File: src/rtl/fetch_pkg.sv
// Shared types and defaults for the instruction fetch stage.
//   XLEN             : PC / address width
//   RESET_PC_DEFAULT : default first fetch address after reset
//   fetch_state_e    : fetch sequencer states
//   fetch_entry_t    : {pc, instruction} record held in the prefetch FIFO
package fetch_pkg;

    localparam int XLEN = 64;

    localparam logic [XLEN-1:0] RESET_PC_DEFAULT = '0;

    typedef enum logic [1:0] {
        BOOT  = 2'd0,
        RUN   = 2'd1,
        FLUSH = 2'd2
    } fetch_state_e;

    typedef struct packed {
        logic [XLEN-1:0] pc;
        logic [31:0]     instr;
    } fetch_entry_t;

endpackage

File: src/rtl/fetch_fifo.sv
// Small synchronous FIFO of fetch_entry_t records with a registered head.
//   clk, rst_n : clock, asynchronous active-low reset
//   push       : write push_data (ignored when full)
//   push_data  : entry to write
//   pop        : advance head (ignored when empty)
//   flush      : drop all entries; overrides push and pop
//   head       : oldest entry
//   count      : number of valid entries
//   full/empty : occupancy flags
module fetch_fifo
    import fetch_pkg::*;
#(
    parameter  int DEPTH = 2,
    localparam int AW    = $clog2(DEPTH),
    localparam int CW    = AW + 1
) (
    input  logic          clk,
    input  logic          rst_n,
    input  logic          push,
    input  fetch_entry_t  push_data,
    input  logic          pop,
    input  logic          flush,
    output fetch_entry_t  head,
    output logic [CW-1:0] count,
    output logic          full,
    output logic          empty
);

    fetch_entry_t  mem [DEPTH];
    logic [AW-1:0] rd_ptr;
    logic [AW-1:0] wr_ptr;
    logic          do_push;
    logic          do_pop;

    assign full    = (count == CW'(DEPTH));
    assign empty   = (count == '0);
    assign do_push = push && !full;
    assign do_pop  = pop && !empty;
    assign head    = mem[rd_ptr];

    // DEPTH is a power of two, so the pointers wrap naturally.
    always_ff @(posedge clk or negedge rst_n) begin
        if (!rst_n) begin
            rd_ptr <= '0;
            wr_ptr <= '0;
            count  <= '0;
            for (int i = 0; i < DEPTH; i++) begin
                mem[i] <= '0;
            end
        end else if (flush) begin
            rd_ptr <= '0;
            wr_ptr <= '0;
            count  <= '0;
        end else begin
            if (do_push) begin
                mem[wr_ptr] <= push_data;
                wr_ptr      <= wr_ptr + 1'b1;
            end
            if (do_pop) begin
                rd_ptr <= rd_ptr + 1'b1;
            end
            case ({do_push, do_pop})
                2'b10:   count <= count + 1'b1;
                2'b01:   count <= count - 1'b1;
                default: count <= count;
            endcase
        end
    end

endmodule

File: src/rtl/instruction_fetch_unit.sv
// Fetch front end: owns the PC, issues in-order word fetches to instruction
// memory, buffers returned words with their PCs and presents them to decode.
// A redirect reloads the PC, flushes the buffer and drops in-flight fetches.
//   clk, rst_n       : clock, asynchronous active-low reset
//   imem_req_*       : fetch request (valid/ready), word-aligned address
//   imem_resp_*      : in-order fetch response, no backpressure
//   redirect_*       : single-cycle redirect strobe and target
//   if_*             : instruction/PC to decode (valid/ready)
//
// state | meaning
// BOOT  | first cycle after reset release, no requests
// RUN   | normal fetch, requests issued under credit
// FLUSH | dropping responses of fetches issued before a redirect
module instruction_fetch_unit
    import fetch_pkg::*;
#(
    parameter logic [XLEN-1:0] RESET_PC   = RESET_PC_DEFAULT,
    parameter int              FIFO_DEPTH = 2
) (
    input  logic            clk,
    input  logic            rst_n,
    output logic            imem_req_valid,
    input  logic            imem_req_ready,
    output logic [XLEN-1:0] imem_req_addr,
    input  logic            imem_resp_valid,
    input  logic [31:0]     imem_resp_data,
    input  logic            redirect_valid,
    input  logic [XLEN-1:0] redirect_pc,
    output logic            if_valid,
    input  logic            if_ready,
    output logic [31:0]     if_instruction,
    output logic [XLEN-1:0] if_pc
);

    localparam int CW = $clog2(FIFO_DEPTH) + 1;

    fetch_state_e    state;
    fetch_state_e    state_next;
    logic [XLEN-1:0] pc;
    logic [CW-1:0]   discard;
    logic [CW-1:0]   discard_next;
    logic [CW-1:0]   outstanding;
    logic [CW-1:0]   buf_count;

    fetch_entry_t    buf_head;
    fetch_entry_t    buf_push_data;
    fetch_entry_t    pcq_head;
    fetch_entry_t    pcq_push_data;
    logic            buf_full;
    logic            buf_empty;
    logic            pcq_full;
    logic            pcq_empty;

    logic            pop;
    logic            req_fire;
    logic            resp_take;
    logic            buf_push;
    logic            credit_ok;
    logic            unused_bits;

    assign pop       = !buf_empty && if_ready;
    // A response with nothing outstanding is a protocol error and is ignored.
    assign resp_take = imem_resp_valid && (outstanding != '0);

    // Every outstanding fetch must have a guaranteed FIFO slot when it returns.
    assign credit_ok = (int'(outstanding) + int'(buf_count) - int'(pop)) < FIFO_DEPTH;

    assign req_fire  = imem_req_valid && imem_req_ready;
    // Redirect wins over a same-cycle push: that response belongs to the old path.
    assign buf_push  = resp_take && (discard == '0) && !redirect_valid;

    always_comb begin
        discard_next = discard;
        if (redirect_valid) begin
            discard_next = outstanding - CW'(resp_take);
        end else if (resp_take && (discard != '0)) begin
            discard_next = discard - 1'b1;
        end
    end

    always_comb begin
        state_next     = state;
        imem_req_valid = 1'b0;
        unique case (state)
            BOOT: begin
                state_next = RUN;
            end
            RUN: begin
                imem_req_valid = !redirect_valid && credit_ok;
            end
            FLUSH: begin
                if (discard_next == '0) begin
                    state_next = RUN;
                end
            end
            default: begin
                state_next = BOOT;
            end
        endcase
        if (redirect_valid) begin
            state_next = (discard_next != '0) ? FLUSH : RUN;
        end
    end

    always_ff @(posedge clk or negedge rst_n) begin
        if (!rst_n) begin
            state   <= BOOT;
            discard <= '0;
            pc      <= {RESET_PC[XLEN-1:2], 2'b00};
        end else begin
            state   <= state_next;
            discard <= discard_next;
            if (redirect_valid) begin
                pc <= {redirect_pc[XLEN-1:2], 2'b00};
            end else if (req_fire) begin
                pc <= pc + XLEN'(4);
            end
        end
    end

    assign imem_req_addr = pc;

    // In-flight PC queue: its occupancy is the outstanding-request count.
    // It is never flushed, so stale responses still retire their entries.
    assign pcq_push_data = '{pc: pc, instr: 32'h0};

    fetch_fifo #(
        .DEPTH (FIFO_DEPTH)
    ) u_pc_queue (
        .clk       (clk),
        .rst_n     (rst_n),
        .push      (req_fire),
        .push_data (pcq_push_data),
        .pop       (resp_take),
        .flush     (1'b0),
        .head      (pcq_head),
        .count     (outstanding),
        .full      (pcq_full),
        .empty     (pcq_empty)
    );

    assign buf_push_data = '{pc: pcq_head.pc, instr: imem_resp_data};

    fetch_fifo #(
        .DEPTH (FIFO_DEPTH)
    ) u_prefetch (
        .clk       (clk),
        .rst_n     (rst_n),
        .push      (buf_push),
        .push_data (buf_push_data),
        .pop       (pop),
        .flush     (redirect_valid),
        .head      (buf_head),
        .count     (buf_count),
        .full      (buf_full),
        .empty     (buf_empty)
    );

    assign if_valid       = !buf_empty;
    assign if_instruction = buf_head.instr;
    assign if_pc          = buf_head.pc;

    assign unused_bits = ^{redirect_pc[1:0], pcq_head.instr, pcq_full, pcq_empty, buf_full};

endmodule

File: config.mk
export PLATFORM = sky130hd
export DESIGN_NAME = instruction_fetch_unit
export DESIGN_NICKNAME = d
export VERILOG_FILES = /design/src/rtl/fetch_pkg.sv /design/src/rtl/fetch_fifo.sv /design/src/rtl/instruction_fetch_unit.sv
export SDC_FILE = /design/constraint.sdc
export NUM_CORES = 1
export LEC_CHECK = 0
export ABC_AREA = 1
export BUFFER_PORTS_ARGS = -buffer_cell sky130_fd_sc_hd__clkbuf_2
export CORE_ASPECT_RATIO = 1.2
export CORE_UTILIZATION = 58
export DETAILED_ROUTE_END_ITERATION = 8
export GPL_TIMING_DRIVEN = 0
export HOLD_SLACK_MARGIN = 0.15
export PLACE_DENSITY = 0.8
export SYNTH_ARGS = -nofsm -noshare
export SYNTH_HDL_FRONTEND = slang
export SYNTH_SLANG_ARGS = --single-unit
File: constraint.sdc
create_clock -name clk -period 4.1 [get_ports clk]
set_input_delay 1.025 -clock clk [delete_from_list [all_inputs] [get_ports clk]]
set_output_delay 1.025 -clock clk [all_outputs]
set_load 0.01 [all_outputs]
== Yosys cells after proc, flatten, opt, wreduce, memory -nomap -nowiden ==
Index checks and enable logic that the tools add are counted.
Widths: inputs -> output; s select.
Word-level totals
  flip-flop bits (word level): 460
  bits in latches: 0
  bits in writable memories: 0
  memory bits (read-only): 0
  input bits: 102
  output and inout port bits: 162
  logic and storage cells: 113
  memories: 0
Operators by class
  $add $sub $neg: 13
  multiply operators: 0
  div/mod/pow operators: 0
  $lt $le $gt $ge: 7
  eq/ne operators: 10
  shifts and indexed selects: 0
  mux-type cells: 28
  bitwise gates (word level): 5
  reductions and logical operators: 33
Operators by type and width (count)
  $mux 96: 8
  $bwmux 192: 2
  $demux 96 s1: 2
  $mux 64: 2
  $add 64x3->64 const B: 1
  $reduce_bool 2->1: 7
  $logic_and 1x1->1: 13
  $mux 2: 6
  $eq 2x2->1 const B: 5
  $logic_not 2->1: 5
  $ge 2x2->1 const B: 4
  $not 1->2: 4
  $pmux 2 s2: 2
  $eq 2x1->1 const B: 3
  $pmux 2 s3: 1
  $sub 2x1->2 const B: 3
  $logic_not 1->1: 5
  $mux 1: 5
  $add 1x1->1 const B: 4
  $add 2x1->2 const B: 2
  $lt 2x1->1 const B: 2
  $lt 4x3->1 const B: 1
  $reduce_and 2->1: 2
  $sub 3x1->4: 1
  other kinds (6): 6

== Depth between registers and ports, before layout ==
Gate-level depths: netlist of run 1.
  word-level depth: 11
  mapped depth: 19
  gate-level depth less buffers: 18

== Cells and area by module ==
Synthesis of run 1 repeated with hierarchy kept, for this count alone.
Unflattened totals
  cell total of the unflattened synthesis: 3048
  area, all modules: 23392.4 µm²
By module, submodules not included
  fetch_fifo: times used 2, cells an instance 1060, area each 8933.6 µm², sequential area each 4904.7 µm²
  instruction_fetch_unit: times used 1, cells an instance 928, area each 5525.3 µm², sequential area each 1651.6 µm²

== Worst setup path before layout of run 1 ==
Ideal clock, no wire load.
  path type: in2out
  start: input port if_ready
  end: output port imem_req_valid
  arrival: 2439 ps
  data required time: 3075 ps
  slack: 636 ps
  cell stages on the path: 10
  path buffers: 0
  path through: nand2_1 -> inv_1 -> ha_1 -> inv_1 -> nand2_1 -> fa_1 -> o21ai_0 -> o21ai_1 -> nand2_1 -> inv_1
Between the ends
  cells in the longest elaborated chain, start to end: 5
RTL lines
  start, declared: RTL line instruction_fetch_unit.sv:30  | input logic if_ready,
  $logic_and 1x1->1: RTL line instruction_fetch_unit.sv:61  | assign pop = !buf_empty && if_ready;
  $sub 3x1->4: RTL line instruction_fetch_unit.sv:66  | assign credit_ok = (int'(outstanding) + int'(buf_count) - int'(pop)) < FIFO_DEPTH;
  $lt 4x3->1: RTL line instruction_fetch_unit.sv:66
  $logic_and 1x1->1: RTL line instruction_fetch_unit.sv:89  | imem_req_valid = !redirect_valid && credit_ok;
  $mux 1: RTL line instruction_fetch_unit.sv:84  | unique case (state)
  end, declared: RTL line instruction_fetch_unit.sv:22  | output logic imem_req_valid,
Every way passes these cells.

== Final worst setup path of run 1 ==
  start: register u_prefetch.rd_ptr
  end: output port if_pc[53]
Between the ends
  cells in the longest elaborated chain, start to end: 4
RTL lines
  start, declared: RTL line fetch_fifo.sv:30  | logic [AW-1:0] rd_ptr;
  start signal, assigned: RTL line fetch_fifo.sv:60  | rd_ptr <= rd_ptr + 1'b1;
  $not 1->2 (implied by the code): RTL line fetch_fifo.sv:39  | assign head = mem[rd_ptr];
  $mux 96 (implied by the code) (3 in a row): RTL line fetch_fifo.sv:39
  end, declared: RTL line instruction_fetch_unit.sv:32  | output logic [XLEN-1:0] if_pc
Every way passes these cells. The select of a mux whose other input is x is not followed.

==> results of run 1 <==
==> routing by layer <==
layer | vias to the layer above | GRT usage | wire [um]
met5 | - | 0 | 0
met4 | 0 | 0.158 | 2690
met3 | 147 | 0.0498 | 3590
met2 | 641 | 0.582 | 27500
met1 | 8168 | 0.435 | 22600
li1 | 7794 | - | -
==> registers in the layout, indices dropped and copies added, names as in the netlist, 2 cells and up <==
register / count
state: 2
u_pc_queue.count: 2
u_prefetch.count: 2
discard: 2
u_pc_queue.mem: 124
imem_req_addr: 62
u_prefetch.mem: 188
==> tightest hold or removal path, delay by kind of cell (launching register included) <==
kind | cells | cell delay [ns]
AND/OR/NAND/NOR | 2 | 0.09
flip-flops | 1 | 0.34
==> metrics by stage <==
step	setup TNS, ns	worst slack [ns]	power (mW)	instance area (um^2)	hold slack, ns
2_1_floorplan	0	0.636	8.54	19200	0.436
3_3_place_gp	-2409.97	-6.30	10.2	21000	0.447
3_5_place_dp	0	0.103	10.4	21100	0.453
4_1_cts	0	0.0813	13.9	22300	0.468
5_1_grt	0	0.00138	14.8	22300	0.489
6_report	0	0.175	14.0	22300	0.466
==> cell type report <==
type                       instances  area (um^2)
tap                              407          509
timing repair buffer             259         1370
buffer                           114          764
sequential                       386         9660
fill                            2643        10100
inverter                         187          704
multi-input combinational       1612         8070
clock buffer                      54         1130
clock inverter                    10         78.8
==> placed cells by master (no fill, tap or decap), types with 2 or more instances in the layout <==
cell type | synthesis | routed
nand2_4 | 4 | 4
conb_1 | 1 | 4
buf_12 | 7 | 7
nor2_2 | 2 | 2
a21oi_1 | 3 | 3
xnor2_1 | 23 | 23
buf_4 | 24 | 24
inv_1 | 181 | 181
o21ai_0 | 187 | 187
o211ai_1 | 17 | 17
clkinv_2 | 0 | 8
buf_16 | 0 | 3
nand2_1 | 926 | 926
mux2_2 | 96 | 96
clkbuf_2 | 1 | 258
buf_2 | 19 | 19
clkbuf_1 | 48 | 53
dfrtp_1 | 386 | 386
clkbuf_8 | 0 | 7
nand3_1 | 68 | 68
ha_1 | 7 | 7
nor2_1 | 137 | 137
mux2_1 | 60 | 60
buf_6 | 14 | 14
nor2_4 | 4 | 4
nand4_1 | 2 | 2
or2_2 | 2 | 2
xor2_1 | 21 | 21
inv_2 | 5 | 5
o21ai_1 | 42 | 41
clkbuf_16 | 0 | 41
==> what timing repair did <==
| item | in CTS | in global routing |
|---|---|---|
| hold buffers | 0 | 0 |
| resized for setup | 0 | 5 |
| hold endpoints to repair | 0 | 0 |
| setup endpoints to repair | 0 | 5 |
==> logic make-up after synthesis <==
kind of cell,after synthesis
and+or+nand+nor,1149
AOI/OAI and AO/OA,251
DFF,386
muxes,156
other,1
xor gates and xnor gates,44
buffers and inverters,301
adders and majority gates,8
==> power by group <==
part / total [mW] / switching (mW) / internal, mW
sequential: 5.84 / 0.851 / 4.99
combinational: 4.66 / 2.88 / 1.77
clock: 3.45 / 1.47 / 1.99
total: 14.0 / 5.20 / 8.76
==> worst min path at each step <==
stage                                  start                  to  slack (ns)  depth (start not counted)
after detailed placement  u_pc_queue.mem[34]  u_pc_queue.mem[34]        0.45                          2
final                     u_pc_queue.mem[84]  u_pc_queue.mem[84]        0.47                          2
after global placement    u_pc_queue.mem[93]  u_pc_queue.mem[93]        0.45                          2
after floorplan           u_pc_queue.mem[34]  u_pc_queue.mem[34]        0.44                          2
after CTS                 u_pc_queue.mem[84]  u_pc_queue.mem[84]        0.47                          2
after global routing      u_pc_queue.mem[71]  u_pc_queue.mem[71]        0.49                          2
==> flow_summary.json, run 1 <==
{
  "num_rows": 72,
  "antenna_cells": 0,
  "synth_top_flop_cell": "dfrtp_1",
  "cts-buffers-inserted": 39,
  "drc": 0,
  "synth_xor_area_frac": 0.0201,
  "leakage_nw": 11.5,
  "vias": 16800,
  "crit_type": "reg -> out",
  "synthAdderAreaFrac": 0.00561,
  "dp.cells": 2965,
  "worstSetupEndpointType": "output port",
  "synthCells": 2296,
  "critPathLaunch": "u_prefetch.rd_ptr",
  "crit_chain": "clkbuf_1, clkbuf_1, clkbuf_1, nand2_1, o21ai_0, clkbuf_2",
  "clk_pin_slew_ns": 0.06,
  "maxSlewViolCount": 0,
  "vdd_ir_drop_max_mv": 0.448,
  "first_global_vias": 17100,
  "crit_path_start_kind": "register",
  "port_buffers": 256,
  "clockBufferDepth": 3,
  "tightest_slew_ns": 0.829,
  "grt_antenna_before_repair": 0,
  "yosys_warnings": 0,
  "dieHeight_um": 201,
  "drive_gt1_frac": 0.191,
  "setup_violations": 0,
  "io_pins": 264,
  "via_per_inst": 5.53,
  "tritoncts": "done",
  "cpMaxStageDelayCell": "clkbuf_1",
  "hold_path_class": "reg -> reg",
  "synth.most_common_cell": "nand2_1",
  "synth_top_cells_by_count": "nand2_1, dfrtp_1, o21ai_0",
  "ys_seq_area_frac": 0.504,
  "worstSetupPathDepth": 6,
  "fin_util": 0.687,
  "max_freq_ghz": 0.255,
  "cp.arrival_ns": 2.90,
  "synth_top_area_cell": "dfrtp_1",
  "worstRegToRegCells": 17,
  "synth_seq_cells": 386,
  "hold_violations": 0,
  "synth_top_family_by_area": "simple AND/OR/NAND/NOR gates",
  "synth_compound_area_frac": 0.0680,
  "drt-total-wl_um": 56300,
  "outcome": "complete, no violations",
  "gr-total-overflow": 0,
  "syn_avg_cell_area_um2": 8.35,
  "required_ns": 3.07,
  "ant_nets": 0,
  "cts_setup_buffers": 0,
  "timing.rr.end": "u_pc_queue.count[1]",
  "r2r_slack_ns": 0.71,
  "synth-edff-count": 0,
  "die-area_mm2": 0.0338,
  "ys_top_cells_by_area": "dfrtp_1, nand2_1, mux2_2",
  "drv_cap": 0,
  "max_slew_margin": 0.447,
  "clock_insertion_delay_worst_skew_ns": 0.54,
  "min_period_ns": 3.93,
  "grt_usage": 0.344,
  "cp_top_family": "buffers and inverters",
  "pwr_density_cell_mw_per_mm2": 626,
  "place_hpwl_um": 41000,
  "netlist_area_mm2": 0.0192,
  "h-tree-depth": 2,
  "start_util": 0.591,
  "drt_iter0_drc": 1436,
  "cpMostUsedCell": "clkbuf_1",
  "area_delta_synth_final_pct": 16.2,
  "crit_buf_inv": 4,
  "place_congestion": 0.971,
  "cts_root_buffer": "clkbuf_16",
  "synthArstFlopShare": 1.00,
  "fin_cells": 3029,
  "die_x_um": 168,
  "dr.pass1.iters": 5,
  "wl_per_cell_um": 18.6,
  "netlist-cell-type-count": 36,
  "grt_max_degree": 113,
  "synthMuxAreaShare": 0.0916,
  "path_max_fanout": 10,
  "fp.coreArea_mm2": 0.0324,
  "clkSinkCount": 386,
  "grt_setup_unrepaired": "false",
  "fin_skew_ns": 0.0142,
  "post-route-period-util": 0.957,
  "r2r_start": "u_prefetch.count[0]",
  "synth_top_area_frac": 0.504,
  "nets": 2709,
  "slowest_delay_ns": 0.53,
  "synthSimpleGateAreaFrac": 0.234,
  "crit_end": "if_pc[53]",
  "grt_pass1_wl_um": 90500
}
Power figures use the tool's default switching activity.
==> inputs of run 2 (changes only) <==
--- a/config.mk
+++ b/config.mk
@@ -7,7 +7,7 @@
 export LEC_CHECK = 0
 export ABC_AREA = 1
 export BUFFER_PORTS_ARGS = -buffer_cell sky130_fd_sc_hd__clkbuf_2
-export CORE_ASPECT_RATIO = 1.2
+export CORE_ASPECT_RATIO = 1.75
 export CORE_UTILIZATION = 58
 export DETAILED_ROUTE_END_ITERATION = 8
 export GPL_TIMING_DRIVEN = 0
==> run 2 against run 1 <==
Against the previous run: sequential share of layout area is 0.20 points higher; clock power fell by 4%; sequential cell count did not move; cell area is 0.45% lower; non-clock buffer count did not move; register-to-register slack improved by 0.08 ns; count of clock-buffer cells in the layout fell by 5; first-iteration DRC count fell by 27%; global-route usage increased by 0.52 points; clock skew down 0.0033 ns; via count fell by 0.60%; largest cell class unchanged; largest power group unchanged.
==> flow_summary.json, run 2 (synthesis results as in run 1) <==
{
  "outcome": "complete, no violations",
  "clockPowerShare": 0.241,
  "via_per_inst": 5.52,
  "crit_type": "reg -> out",
  "clk_pin_slew_ns": 0.07,
  "drt_iter0_drc": 1055,
  "crit_buf_inv": 4,
  "antenna_cells": 0,
  "min_period_ns": 3.95,
  "grt_max_degree": 120,
  "dp_slack_ns": 0.170,
  "first_global_vias": 17000,
  "cp_top_family": "buffers and inverters",
  "regMostFlops": "u_prefetch.mem",
  "h-tree-depth": 2,
  "grt_usage": 0.349,
  "start_util": 0.591,
  "path_max_fanout": 10,
  "setup_slack_ns": 0.148,
  "gr-total-overflow": 0,
  "hold_path_class": "reg -> reg",
  "timing.rr.end": "u_pc_queue.count[1]",
  "area_delta_synth_final_pct": 15.7,
  "place_hpwl_um": 43000,
  "port_buffers": 256,
  "min_path_cells": 2,
  "vias": 16700,
  "min_to": "u_pc_queue.mem[152]",
  "fin_skew_ns": 0.0108,
  "nets": 2706,
  "required_ns": 3.07,
  "post-route-period-util": 0.964,
  "power_frac_comb": 0.336,
  "max_slew_margin": 0.474,
  "tightest_slew_ns": 0.789,
  "drc": 0,
  "dieHeight_um": 243,
  "place_congestion": 1.01,
  "slowest_delay_ns": 0.52,
  "worstSetupEndpointType": "output port",
  "p_sw_frac": 0.376,
  "die-area_mm2": 0.0338,
  "wl_per_cell_um": 19.1,
  "p_total_mw": 13.8,
  "cpMostUsedCell": "clkbuf_1",
  "internal_power_mw": 8.61,
  "io_pins": 264,
  "fin_area_mm2": 0.0222,
  "switchingPower_mw": 5.19,
  "dpl_cell_area_mm2": 0.0211,
  "clockBufferDepth": 3,
  "crit_chain": "clkbuf_1, clkbuf_1, clkbuf_1, o21ai_0, clkbuf_2",
  "grt_pass1_wl_um": 91200,
  "drt-total-wl_um": 57600,
  "largest_reg_flops": 188,
  "maxSlewViolCount": 0,
  "hold_violations": 0,
  "fill_cells": 2632,
  "grt_setup_unrepaired": "false",
  "drv_cap": 0,
  "fp.coreArea_mm2": 0.0324,
  "tritoncts": "done",
  "dp.cells": 2958,
  "final_common_cell": "nand2_1",
  "num_rows": 87,
  "fin_cells": 3018,
  "die_x_um": 139,
  "vdd_ir_drop_max_mv": 0.469,
  "drive_gt1_frac": 0.189,
  "worstRegToRegCells": 17,
  "dr.pass1.iters": 7,
  "grt_antenna_before_repair": 0,
  "clock_insertion_delay_worst_skew_ns": 0.54,
  "hp-start": "u_pc_queue.mem[152]",
  "crit_path_start_kind": "register",
  "cts_root_buffer": "clkbuf_16",
  "mostFrequentLayoutCells": "nand2_1, dfrtp_1, clkbuf_2, o21ai_0, inv_1",
  "leakage_nw": 11.4,
  "cp.arrival_ns": 2.93,
  "clkSinkCount": 386,
  "cts-buffers-inserted": 36,
  "seqPwrFrac": 0.423,
  "hold_ws_ns": 0.468,
  "pwr_density_cell_mw_per_mm2": 622,
  "max_freq_ghz": 0.253,
  "cpMaxStageDelayCell": "clkbuf_1",
  "r2r_start": "u_prefetch.count[0]",
  "r2r_slack_ns": 0.79,
  "ant_nets": 0,
  "setup_violations": 0
}
[run 2: timing repair]
action,in CTS,in global routing
endpoints found under the setup margin,0,2
buffers inserted,0,0
hold buffers,0,0
gates resized for setup,0,4
[run 2: worst register-to-register path, stage by stage (launching register included)]
cell     delay (ns)
dfrtp_1        0.38
inv_1          0.14
nand2_1        0.13
nand2_1        0.10
inv_2          0.09
ha_1           0.29
inv_1          0.07
nand2_1        0.06
fa_1           0.50
o21ai_0        0.10
o21ai_2        0.19
nand3_4        0.17
inv_4          0.17
nand2_4        0.12
ha_1           0.32
a21oi_1        0.12
o21ai_0        0.11
xor2_1         0.16
[run 2: metrics by stage]
stage,utilization,setup TNS (ns)
global route,0.684,0
detailed placement,0.649,0
global placement,0.646,-2384.80
floorplan,-,0
finish,0.684,0
CTS,0.684,0
[run 2: worst max-delay path by stage]
stage	start	to	slack (ns)	depth (start not counted)
floorplan	if_ready	imem_req_valid	0.64	10
global placement	rst_n	u_prefetch.mem[169]	-6.25	1
detailed placement	if_ready	u_pc_queue.count[1]	0.17	16
CTS	u_prefetch.rd_ptr	if_pc[16]	0.10	5
global route	u_prefetch.rd_ptr	if_pc[49]	0.02	6
finish	u_prefetch.rd_ptr	if_pc[16]	0.15	5
[run 2: power groups by stage]
stage               Clock, mW  Combinational (mW)  Sequential, mW
global placement            0                4.40            5.82
global route             3.49                5.14            5.95
CTS                      3.35                4.63            5.82
detailed placement          0                4.57            5.87
finish                   3.32                4.63            5.84
floorplan                   0                2.92            5.62
[run 2: cell type report]
cell class                 count  area (um^2)  share of cell area
buffer                       114          763              0.0344
sequential                   386         9660               0.435
inverter                     187          704              0.0317
multi-input combinational   1612         8070               0.364
clock buffer                  49         1000              0.0451
timing repair buffer         259         1370              0.0619
clock inverter                11          121             0.00547
tap                          400          500              0.0226
[run 2: layer usage]
metal,part of all wire,track usage,vias to the layer above
met2,0.51,0.620,630
met5,0,0,-
li1,-,-,7778
met3,0.052,0.0395,173
met4,0.064,0.211,0
met1,0.37,0.400,8069
==> inputs of run 3 (changes only) <==
--- a/config.mk
+++ b/config.mk
@@ -8,6 +8,7 @@
 export ABC_AREA = 1
 export BUFFER_PORTS_ARGS = -buffer_cell sky130_fd_sc_hd__clkbuf_2
 export CORE_ASPECT_RATIO = 1.75
+export CORE_MARGIN = 4
 export CORE_UTILIZATION = 58
 export DETAILED_ROUTE_END_ITERATION = 8
 export GPL_TIMING_DRIVEN = 0
==> constraint.sdc (replaced) <==
create_clock -name clk -period 4.1 [get_ports clk]
set_input_delay 1.025 -clock clk [delete_from_list [all_inputs] [get_ports clk]]
set_output_delay 1.025 -clock clk [all_outputs]
set_load 0.005 [all_outputs]
==> run 3 against run 2 <==
Against the previous run: total power down 0.55%; clock skew up 0.0094 ns; first-iteration DRC count decreased by 2.1%; via count up 0.25%; largest cell class unchanged; combinational power is 5.6% lower; sequential share of layout area decreased by 0.17 points; die area grew 6.9%; wire length up 1.6%; maximum frequency rose by 1.9%; core utilization increased by 0.27 points; sequential cell count unchanged; count of clock-buffer cells in the layout fell by 1; largest power group unchanged.
==> flow_summary.json, run 3 (synthesis results as in run 1) <==
{
  "crit_end": "imem_req_valid",
  "maxSlewViolCount": 0,
  "via_per_inst": 5.53,
  "pwr_density_cell_mw_per_mm2": 616,
  "clock_insertion_delay_worst_skew_ns": 0.53,
  "place_congestion": 0.965,
  "worstRegToRegCells": 17,
  "slowest_delay_ns": 0.49,
  "required_ns": 3.07,
  "crit_buf_inv": 5,
  "r2r_start": "u_prefetch.count[1]",
  "place_hpwl_um": 44100,
  "grt_pass1_wl_um": 92700,
  "crit_type": "reg -> out",
  "final_common_cell": "nand2_1",
  "drive_gt1_frac": 0.191,
  "post-route-period-util": 0.946,
  "die_x_um": 145,
  "die-area_mm2": 0.0362,
  "fin_skew_ns": 0.0202,
  "clkSinkCount": 386,
  "num_rows": 87,
  "setup_violations": 0,
  "grt_antenna_before_repair": 0,
  "regMostFlops": "u_prefetch.mem",
  "max_slew_margin": 0.509,
  "largest_reg_flops": 188,
  "critPathLaunch": "u_prefetch.count[1]",
  "hold_path_class": "in -> async",
  "min_period_ns": 3.88,
  "dieHeight_um": 249,
  "clk_pin_slew_ns": 0.07,
  "outcome": "complete, no violations",
  "h-tree-depth": 2,
  "port_buffers": 256,
  "worstSetupPathDepth": 13,
  "wl_per_cell_um": 19.4,
  "first_global_vias": 17300,
  "crit_chain": "inv_1, nand2_1, nand2_1, inv_1, ha_1, inv_1, nand2_1, fa_1, o21ai_0, o21ai_1, nand2_1, inv_1, clkbuf_2",
  "fp.coreArea_mm2": 0.0324,
  "vias": 16700,
  "ant_nets": 0,
  "dr.pass1.iters": 6,
  "nets": 2705,
  "hold_violations": 0,
  "hold_ws_ns": 0.444,
  "crit_path_start_kind": "register",
  "cpMaxStageDelayCell": "fa_1",
  "worstSetupEndpointType": "output port",
  "max_freq_ghz": 0.258,
  "io_pins": 264,
  "tritoncts": "done",
  "drt-total-wl_um": 58500,
  "tightest_slew_ns": 0.737,
  "start_util": 0.591,
  "vdd_ir_drop_max_mv": 0.503,
  "mostFrequentLayoutCells": "nand2_1, dfrtp_1, clkbuf_2, o21ai_0, inv_1",
  "drc": 0,
  "r2r_slack_ns": 0.69,
  "leakage_nw": 11.5,
  "path_max_fanout": 5,
  "setup_slack_ns": 0.223,
  "clockBufferDepth": 3,
  "area_delta_synth_final_pct": 16.2,
  "grt_max_degree": 118,
  "antenna_cells": 0,
  "drv_cap": 0,
  "hold_buffers": 0,
  "drt_iter0_drc": 1033,
  "cp.arrival_ns": 2.85,
  "grt_setup_unrepaired": "false",
  "cts-buffers-inserted": 36,
  "cts_root_buffer": "clkbuf_16",
  "cp_top_family": "adder cells",
  "dp_slack_ns": 0.221,
  "timing.rr.end": "u_pc_queue.count[1]",
  "grt_usage": 0.322,
  "gr-total-overflow": 0
}
run 3: worst min path at each step:
stage,startpoint,endpoint,depth (start not counted)
global placement,u_pc_queue.mem[95],u_pc_queue.mem[95],2
detailed placement,u_pc_queue.mem[95],u_pc_queue.mem[95],2
CTS,rst_n,u_pc_queue.mem[146],1
global route,rst_n,u_prefetch.mem[29],1
finish,rst_n,u_prefetch.mem[123],1
floorplan,u_pc_queue.mem[34],u_pc_queue.mem[34],2
run 3: area by class of cell:
cell class / instances / area [um^2]
fillers: 2622 / 10200
well taps: 400 / 500
flip-flops and latches: 386 / 9660
multi-input cells: 1612 / 8060
plain buffers: 113 / 759
repair buffers: 259 / 1370
clock buffers: 48 / 1030
clock inverters: 16 / 191
inverters: 187 / 704
run 3: timing repair:
item	in CTS	in global routing
setup buffers	0	0
endpoints found under the setup margin	0	2
gates resized for setup	0	2
run 3: per-layer routing:
metal | track usage | wire [um]
met4 | 0.180 | 3840
met1 | 0.371 | 21100
met3 | 0.0410 | 3530
met2 | 0.576 | 30000
met5 | 0 | 0
run 3: power by group:
part / internal (mW) / switching, mW
registers: 4.99 / 0.875
clock network: 2.02 / 1.47
logic: 1.76 / 2.61
total: 8.77 / 4.95
run 3: per-stage QoR:
step	TNS (ns)	total power, mW	cell area (um^2)	cells	utilization
after CTS	0	13.8	22300	3022	0.687
after floorplan	0	8.31	19200	2299	-
final	0	13.7	22300	3021	0.687
after global placement	-2377.11	10.0	21000	2955	0.646
after detailed placement	0	10.2	21100	2958	0.649
after global routing	0	14.6	22300	3021	0.687
run 3: worst register-to-register path, stage by stage, from the launching register on:
cell and delay (ns):
dfrtp_1 0.39, inv_1 0.09, nand2_1 0.12, nand2_1 0.06, inv_1 0.21, ha_1 0.28
inv_1 0.06, nand2_1 0.06, fa_1 0.49, o21ai_0 0.08, o21ai_1 0.24, nand3_4 0.18
inv_4 0.17, nand2_4 0.12, ha_1 0.33, a21oi_1 0.13, o21ai_0 0.12, xor2_1 0.16
